**config.mk**
```make
export PLATFORM = sky130hd
export DESIGN_NAME = cntr8_updown_ctrl
export DESIGN_NICKNAME = d
export VERILOG_FILES = /design/src/rtl/cntr8_pkg.sv /design/src/rtl/cntr8_ns_logic.sv /design/src/rtl/cntr8_updown_ctrl.sv
export SDC_FILE = /design/constraint.sdc
export NUM_CORES = 1
export LEC_CHECK = 0
export ABC_CLOCK_PERIOD_IN_PS = 1920
export CAP_MARGIN = 15
export CORE_AREA = 2 2 39 41
export CTS_BUF_LIST = sky130_fd_sc_hd__clkbuf_2
export DETAILED_ROUTE_END_ITERATION = 12
export DIE_AREA = 0 0 41 43
export GPL_TIMING_DRIVEN = 0
export HOLD_SLACK_MARGIN = 0.08
export PLACE_DENSITY_LB_ADDON = 0.12
export SYNTH_ARGS = -nofsm -noshare
export SYNTH_HDL_FRONTEND = slang
export SYNTH_SLANG_ARGS = --single-unit
```
**constraint.sdc**
```tcl
create_clock -name clk -period 1.92 [get_ports clk]
set_input_delay 0.48 -clock clk [delete_from_list [all_inputs] [get_ports clk]]
set_output_delay 0.48 -clock clk [all_outputs]
set_load 0.02 [all_outputs]
```
**src/rtl/cntr8_pkg.sv**
```systemverilog
`default_nettype none
`timescale 1ns/1ps
// +----------------------------------------------------------------------------+
// | Module   : cntr8_pkg                                                       |
// | Brief    : Shared state encodings and count constants for cntr8_updown_ctrl|
// | Revision : 1.0                                                             |
// +----------------------------------------------------------------------------+
package cntr8_pkg;

    localparam int CNTR8_WIDTH = 3;
    localparam int MAX_CNT     = (1 << CNTR8_WIDTH) - 1;

    typedef enum logic [1:0] {
        S_IDLE = 2'b00,
        S_UP   = 2'b01,
        S_DOWN = 2'b10
    } state_t;

    function automatic logic state_is_legal(input logic [1:0] s);
        return (s != 2'b11);
    endfunction

endpackage : cntr8_pkg
`default_nettype wire

```
**src/rtl/cntr8_ns_logic.sv**
```systemverilog
`default_nettype none
`timescale 1ns/1ps
// +----------------------------------------------------------------------------+
// | Module   : cntr8_ns_logic                                                  |
// | Brief    : Combinational next-count / next-state / next-tc logic.          |
// |            Macro CNTR8_SATURATE_EN selects saturating instead of wrapping. |
// | Revision : 1.0                                                             |
// +----------------------------------------------------------------------------+
module cntr8_ns_logic
    import cntr8_pkg::*;
#(
    parameter int WIDTH = CNTR8_WIDTH
) (
    input  logic             load,
    input  logic             en,
    input  logic             up_dn,
    input  logic [WIDTH-1:0] d_load,
    input  logic [WIDTH-1:0] cnt_q,
    input  logic [1:0]       state_q,
    output logic [WIDTH-1:0] cnt_d,
    output logic             tc_d,
    output logic [1:0]       state_d
);

    localparam logic [WIDTH-1:0] MAX_VAL = '1;
    localparam logic [WIDTH-1:0] MIN_VAL = '0;

    logic at_max;
    logic at_min;

    assign at_max = (cnt_q == MAX_VAL);
    assign at_min = (cnt_q == MIN_VAL);

    always_comb begin
        cnt_d   = cnt_q;
        tc_d    = 1'b0;
        state_d = S_IDLE;

        if (load) begin
            cnt_d = d_load;
        end else if (en) begin
            if (up_dn) begin
                state_d = S_UP;
`ifdef CNTR8_SATURATE_EN
                if (at_max) tc_d  = 1'b1;
                else        cnt_d = cnt_q + WIDTH'(1);
`else
                cnt_d = cnt_q + WIDTH'(1);
                tc_d  = at_max;
`endif
            end else begin
                state_d = S_DOWN;
`ifdef CNTR8_SATURATE_EN
                if (at_min) tc_d  = 1'b1;
                else        cnt_d = cnt_q - WIDTH'(1);
`else
                cnt_d = cnt_q - WIDTH'(1);
                tc_d  = at_min;
`endif
            end
        end

        // An unreachable encoding still recovers to idle on the next edge.
        if (!state_is_legal(state_q)) begin
            state_d = S_IDLE;
        end
    end

endmodule : cntr8_ns_logic
`default_nettype wire

```
**src/rtl/cntr8_updown_ctrl.sv**
```systemverilog
`default_nettype none
`timescale 1ns/1ps
// +----------------------------------------------------------------------------+
// | Module   : cntr8_updown_ctrl                                               |
// | Brief    : Up/down counter with load, terminal-count pulse and state out.  |
// |            Define CNTR8_SATURATE_EN for saturating mode (default: wrap).   |
// | Revision : 1.0                                                             |
// +----------------------------------------------------------------------------+
module cntr8_updown_ctrl
    import cntr8_pkg::*;
#(
    parameter int WIDTH = CNTR8_WIDTH
) (
    input  logic             clk,
    input  logic             reset_n,
    input  logic             en,
    input  logic             up_dn,
    input  logic             load,
    input  logic [WIDTH-1:0] d_load,
    output logic [WIDTH-1:0] cnt,
    output logic             tc,
    output logic [1:0]       state
);

    logic [WIDTH-1:0] cnt_q;
    logic [WIDTH-1:0] cnt_d;
    logic             tc_q;
    logic             tc_d;
    logic [1:0]       state_q;
    logic [1:0]       state_d;

    cntr8_ns_logic #(
        .WIDTH   (WIDTH)
    ) u_ns_logic (
        .load    (load),
        .en      (en),
        .up_dn   (up_dn),
        .d_load  (d_load),
        .cnt_q   (cnt_q),
        .state_q (state_q),
        .cnt_d   (cnt_d),
        .tc_d    (tc_d),
        .state_d (state_d)
    );

    always_ff @(posedge clk or negedge reset_n) begin
        if (!reset_n) begin
            cnt_q   <= '0;
            tc_q    <= 1'b0;
            state_q <= S_IDLE;
        end else begin
            cnt_q   <= cnt_d;
            tc_q    <= tc_d;
            state_q <= state_d;
        end
    end

    assign cnt   = cnt_q;
    assign tc    = tc_q;
    assign state = state_q;

endmodule : cntr8_updown_ctrl
`default_nettype wire

```
# Yosys cells after proc, flatten, opt, wreduce, memory -nomap -nowiden
# Index checks and enable logic that the tools add are counted.
# W data, S select, Z words.
[totals]
register_bits = 6
[classes]
n_addsub = 2
n_eq_ne = 2
mux = 10
n_reduce_logical = 2
[op_table]
columns = ["op", "count"]
rows = [
  ["$mux W3", 3],
  ["$mux W2", 4],
  ["$add A3 B1 Y3 const B", 1],
  ["$eq A3 B3 Y1 const B", 1],
  ["$logic_not A3 Y1", 1],
  ["$mux W1", 3],
  ["$sub A3 B1 Y3 const B", 1],
  ["$ne A2 B2 Y1 const B", 1],
  ["$reduce_bool A2 Y1", 1],
]

# Logic depth before layout (Yosys ltp)
# Gate-level depths: netlist of the first run.
[logic_depth]
depth_word = 4
ltp_mapped = 5
ltp_nobuf = 5

# Hierarchy
# From an unflattened synthesis of the first run, not the netlist that was laid out.
[unflattened]
hier_cells = 27
area_unflattened_um2 = 305.3
[by_module_without_submodules]
columns = ["mod", "instances", "cells_per_inst", "area_per_inst_um2"]
rows = [
  ["cntr8_ns_logic", 1, 21, 155.1],
  ["cntr8_updown_ctrl", 1, 6, 150.1],
]

# Worst setup path before layout of the first run
# No wires, ideal clock.
[synth_timing]
kind = "input-to-reg"
startpoint = "in up_dn"
endpoint = "reg cnt_q[2], in the netlist cnt[2]"
arrival_time_ps = 1505
required_ps = 1851
slack_ps = 346
cell_stages = 5
path_buffers = 0
cell_sequence = "inv_1 -> fa_1 -> xor2_1 -> or3b_1 -> nand3_1"
[synth_via]
elab_chain_len = 3
[synth_lines]
columns = ["item", "line_no", "text"]
rows = [
  ["from (decl)", "cntr8_updown_ctrl.sv:17", "input logic up_dn,"],
  ["$mux W3", "cntr8_ns_logic.sv:42", "if (up_dn) begin"],
  ["$mux W3", "cntr8_ns_logic.sv:41", "end else if (en) begin"],
  ["$mux W3", "cntr8_ns_logic.sv:39", "if (load) begin"],
  ["to (signal assigned)", "cntr8_updown_ctrl.sv:52", "cnt_q <= cnt_d;"],
  ["to (decl)", "cntr8_updown_ctrl.sv:25", "logic [WIDTH-1:0] cnt_q;"],
]
# Every way passes these cells. The select of a mux whose other input is x is not followed.
# A chain may end at the register's enable or synchronous reset.

# Final worst setup path of the first run
[layout_timing]
startpoint = "reg cnt_q[0], in the netlist cnt[0]"
endpoint = "out cnt[0]"
[layout_rtl]
columns = ["item", "line_no", "text"]
rows = [
  ["to (decl)", "cntr8_updown_ctrl.sv:20", "output logic [WIDTH-1:0] cnt,"],
]
# No word-level cell between the ends.

==> results of run 1 <==
==> what timing repair did <==
action | in CTS | in global routing
hold buffers | 0 | 0
resized for setup | 1 | 0
setup endpoints to repair | 1 | 0
==> sequential cells by signal, summed over array words and instances (netlist names) <==
signal / cells
cnt: 3
state: 2
tc: 1
==> metrics by stage <==
stage / instance area (µm²) / power [mW] / setup TNS (ps)
floorplan: 305 / 0.200 / 0
global route: 469 / 0.361 / 0
CTS: 469 / 0.344 / 0
detailed placement: 455 / 0.254 / -362
global placement: 455 / 0.255 / -373
finish: 469 / 0.336 / 0
==> power breakdown <==
part | internal, mW | switching, mW
logic | 0.0527 | 0.0434
clock network | 0.0423 | 0.0424
registers | 0.139 | 0.0165
==> how the worst max path moves through the flow <==
stage / startpoint / cells after the start / end / slack, ps
2_1_floorplan: up_dn / 5 / cnt[2] / 350
3_3_place_gp: up_dn / 6 / cnt[2] / -310
3_5_place_dp: up_dn / 6 / cnt[2] / -310
4_1_cts: cnt[0] / 1 / cnt[0] / 110
5_1_grt: cnt[0] / 1 / cnt[0] / 70
6_report: cnt[0] / 1 / cnt[0] / 130
==> layout by cell type (no fill, tap or decap) <==
cell,instances
xor2_1,1
fa_1,1
nor2b_4,1
dlygate4sd2_1,1
clkdlybuf4s50_1,12
xnor2_1,1
a21boi_1,1
nand4_1,1
nand3_1,1
or4_1,1
inv_1,1
mux2i_1,1
and3_2,2
a22oi_1,1
clkbuf_2,3
dfrtp_1,6
nand2_1,3
or3b_1,1
nor2_1,1
nand3b_1,1
o21ai_0,2
==> cells by family (layout without fill, tap and decap cells) <==
group | count (synthesis) | in the layout | synth area share [%]
simple gates | 12 | 12 | 25.8
flops | 6 | 6 | 49.2
mux | 1 | 1 | 3.28
fa+ha+maj | 1 | 1 | 6.56
compound gates | 4 | 4 | 8.20
xor+xnor | 2 | 2 | 5.74
buf+inv | 1 | 17 | 1.23
==> routing by layer <==
metal	up-vias	GRT usage (%)
met5	-	0
met4	0	10.0
met3	2	3.14
met2	14	11.3
met1	116	11.8
li1	128	-
==> layout make-up <==
class	count	area, µm²
fillers	145	915
multi-input cells	20	151
flip-flops and latches	6	150
repair buffers	13	129
well taps	16	20.0
clock buffers	3	15.0
inverters	1	3.75
==> flow_summary_export.csv, run 1 <==
group,metric,value,unit
routing,dr.first_iter.drc_count,7,
placement,io_buffers,13,
critical_path,slowest_delay,640,ps
clock_tree,insertion_delay,220,ps
clock_tree,cts_tree,"done",
synthesis,synth-edff-count,0,
sta,rsz0062_at_grt,"false",
placement,dp_cells,56,
layout,n_antenna_cell,0,
critical_path,crit_required,1440,ps
sta,hold_slack,502,ps
routing,via_count,260,
floorplan,row_count,14,
routing,ant_nets,0,
routing,wl_per_cell,10.7,µm
outcome,status,"finished, final reports clean",
floorplan,core,0.00138,mm²
power,p_per_area,716,mW/mm²
critical_path,crit_type,"reg -> out",
placement,dp.final_hpwl,494,µm
synthesis,yosysUniqueCellTypes,18,
routing,drtPass1Iterations,4,
synthesis,postSynthAreaPerCell,11.3,µm²
global_routing,grt_max_degree,9,
routing,drt-total-wl,631,µm
global_routing,grt_pass1_vias,263,
clock_tree,root_buffer,"clkbuf_2",
floorplan,pin_count,14,
layout,fin_util,33.9,%
synthesis,synthArstFlopShare,100,%
critical_path,reg2reg_depth,4,
floorplan,die_w,41,µm
sta,finalHoldViolations,0,
sta,min_period_over_period,93.2,%
routing,wl_met1,279,µm
sta,finalMaxSlewViolations,0,
flow_run,maxCapViolations,0,
critical_path,slowest_stage,"clkdlybuf4s50_1",
floorplan,dieArea,0.00176,mm²
synthesis,yosysMostFrequentCell,"dfrtp_1",
synthesis,synth_top_area_share,49.2,%
routing,met2_length,285,µm
placement,gp_congestion,0.688,
sta,finClkSkew,1.83,ps
clock_tree,post-cts-setup-buffers,0,
critical_path,cp_max_fo,5,
synthesis,yosysSeqAreaShare,49.2,%
clock_tree,cts_buffer_depth,2,
layout,syn_to_final_growth,53.7,%
critical_path,path_cells,"clkdlybuf4s50_1",
critical_path,r2r-start,"cnt[0]",
global_routing,grt_pass1_wl,1040,µm
synthesis,netlist_area,305,µm²
sta,clock.fmax,0.559,GHz
placement,post-place-ws,-313,ps
synthesis,yosys_warnings,0,
floorplan,start_util,22.1,%
routing,via_per_inst,4.41,
synthesis,synthesis.nets,36,
sta,period_minus_slack,1790,ps
sta,setup_slack,130,ps
synthesis,ys_ff_latch,6,
synthesis,synth_top_cells_by_area,"dfrtp_1 (49%), fa_1 (6.6%), and3_2 (4.9%)",
routing,met3_length,54,µm
sta,tightest_slew,286,ps
layout,layout.nets,54,
critical_path,crit_family,"buffers and inverters",
synthesis,syn_inst,27,
critical_path,worstSetupStartpointType,"flip-flop",
critical_path,rr_endpoint,"cnt[2]",
clock_tree,cts-htree-levels,1,
layout,drive_above_1_share,14.0,%
synthesis,synth_common_cells,"dfrtp_1 (6), nand2_1 (3), and3_2 (2), o21ai_0 (2)",
global_routing,grt.total_usage,9.40,%
sta,setup-violations-final,0,
critical_path,worst-path-buf-inv,1,
sta,slew_headroom,80.9,%
routing,drc,0,
critical_path,cp.arrival,1310,ps
critical_path,endpoint_kind,"output pin",
min_path,hold_path.class,"in -> async",
clock_tree,cts_made_buffers,3,
routing,highest-signal-layer,"met4",
synthesis,synthFlopType,"dfrtp_1",
synthesis,synth_area_leader_cell,"dfrtp_1",
global_routing,antenna_found_initial,0,
global_routing,grt_overflow,0,
clock_tree,numClockSinks,6,
power,ir_drop,0.000227,V
clock_tree,clk_pin_slew,60,ps
floorplan,die_height,43,µm
power,leakage,0.205,nW
critical_path,r2r_slack,390,ps
layout,instances_no_fill,59,
No activity file was read; power rests on OpenSTA's default activity.
==> run 2: changes to the inputs <==
--- a/config.mk
+++ b/config.mk
@@ -12,7 +12,6 @@
 export DETAILED_ROUTE_END_ITERATION = 12
 export DIE_AREA = 0 0 41 43
 export GPL_TIMING_DRIVEN = 0
-export HOLD_SLACK_MARGIN = 0.08
 export PLACE_DENSITY_LB_ADDON = 0.12
 export SYNTH_ARGS = -nofsm -noshare
 export SYNTH_HDL_FRONTEND = slang
==> results of run 2 <==
No change in the layout: final DEF, timing and power equal those of run 1.
==> run 3: changes to the inputs <==
--- a/config.mk
+++ b/config.mk
@@ -13,6 +13,7 @@
 export DIE_AREA = 0 0 41 43
 export GPL_TIMING_DRIVEN = 0
 export PLACE_DENSITY_LB_ADDON = 0.12
+export SKIP_CTS_REPAIR_TIMING = 1
 export SYNTH_ARGS = -nofsm -noshare
 export SYNTH_HDL_FRONTEND = slang
 export SYNTH_SLANG_ARGS = --single-unit
==> flow_summary_export.csv, run 3 (same netlist as run 1, synthesis figures left out) <==
group,metric,value,unit
placement,gp_congestion,0.688,
sta,tightest_slew,286,ps
layout,layout.nets,54,
layout,syn_to_final_growth,54.9,%
global_routing,grt_overflow,0,
sta,finalHoldViolations,0,
power,power,0.336,mW
routing,ant_nets,0,
sta,period_minus_slack,1790,ps
routing,via_per_inst,4.41,
routing,dr.first_iter.drc_count,7,
sta,setup-violations-final,0,
global_routing,grt_max_degree,9,
critical_path,path_cells,"clkdlybuf4s50_1",
clock_tree,insertion_delay,220,ps
critical_path,r2r_slack,390,ps
flow_run,maxCapViolations,0,
power,p_per_area,711,mW/mm²
critical_path,cp.arrival,1310,ps
layout,largest_reg_flops,3,
critical_path,r2r-start,"cnt[0]",
floorplan,start_util,22.1,%
sta,finClkSkew,1.83,ps
floorplan,row_count,14,
clock_tree,cts_buffer_depth,2,
min_path,hold_path.class,"in -> async",
routing,wl_per_cell,10.7,µm
critical_path,cp_max_fo,5,
layout,instances_no_fill,59,
routing,drtPass1Iterations,4,
floorplan,core,0.00138,mm²
critical_path,worst-path-buf-inv,1,
clock_tree,cts-htree-levels,1,
critical_path,rr_endpoint,"cnt[2]",
sta,finalMaxSlewViolations,0,
clock_tree,numClockSinks,6,
global_routing,grt.total_usage,9.40,%
sta,slew_headroom,80.9,%
floorplan,die_height,43,µm
floorplan,pin_count,14,
clock_tree,root_buffer,"clkbuf_2",
clock_tree,clk_pin_slew,60,ps
global_routing,antenna_found_initial,0,
critical_path,reg2reg_depth,4,
sta,min_period_over_period,93.2,%
routing,drt-total-wl,629,µm
power,ir_drop,0.000228,V
placement,dp.final_hpwl,494,µm
sta,setup_slack,130,ps
placement,postPlaceCellArea,455,µm²
floorplan,dieArea,0.00176,mm²
layout,n_antenna_cell,0,
critical_path,slowest_delay,640,ps
sta,hold_slack,502,ps
layout,drive_above_1_share,14.0,%
critical_path,crit_family,"buffers and inverters",
routing,drc,0,
global_routing,grt_pass1_wl,1040,µm
placement,dp_cells,56,
global_routing,grt_pass1_vias,263,
outcome,status,"finished, final reports clean",
placement,post-place-ws,-313,ps
layout,final_cell_mix,"clkdlybuf4s50_1 (12), dfrtp_1 (6), nand2_1 (3), clkbuf_2 (3)",
power,leakage,0.212,nW
floorplan,die_w,41,µm
layout,fin_util,34.2,%
layout,final_common_cell,"clkdlybuf4s50_1",
clock_tree,cts_tree,"done",
placement,io_buffers,13,
routing,via_count,260,
clock_tree,cts_made_buffers,3,
critical_path,slowest_stage,"clkdlybuf4s50_1",
layout,final_cell_area,473,µm²
critical_path,worstSetupStartpointType,"flip-flop",
critical_path,crit_type,"reg -> out",
sta,rsz0062_at_grt,"false",
sta,tns,0,ps
critical_path,endpoint_kind,"output pin",
sta,clock.fmax,0.559,GHz
critical_path,crit_required,1440,ps
[run 3: cell types whose count changed in the layout (fill, tap and decap cells not counted)]
cell and delta:
dlygate4sd2_1 -1, dlymetal6s2s_1 +1
[run 3: worst max path at each step]
stage,start,endpoint,slack [ps],cells past startpoint
2_1_floorplan,up_dn,cnt[2],350,5
3_3_place_gp,up_dn,cnt[2],-310,6
3_5_place_dp,up_dn,cnt[2],-310,6
4_1_cts,up_dn,cnt[2],-80,6
5_1_grt,cnt[0],cnt[0],70,1
6_report,cnt[0],cnt[0],130,1
[run 3: power by group]
part | total, mW | switching (mW) | internal (mW)
Sequential | 0.155 | 0.0166 | 0.139
Clock | 0.0847 | 0.0424 | 0.0423
Combinational | 0.0965 | 0.0433 | 0.0532
[run 3: layer usage]
layer / share of wire, % / wire length, µm / vias up / GRT usage (%)
met4: 1.7 / 11 / 0 / 10.0
met5: 0 / 0 / - / 0
met3: 8.6 / 54 / 2 / 3.14
met2: 45 / 286 / 14 / 11.3
li1: - / - / 128 / -
met1: 44 / 277 / 116 / 11.8
[run 3: final cells by class]
type	count	area, µm²
inverter	1	3.75
tap	16	20.0
clock buffer	3	15.0
multi-input combinational	20	151
timing repair buffer	13	133
sequential	6	150
fill	145	911
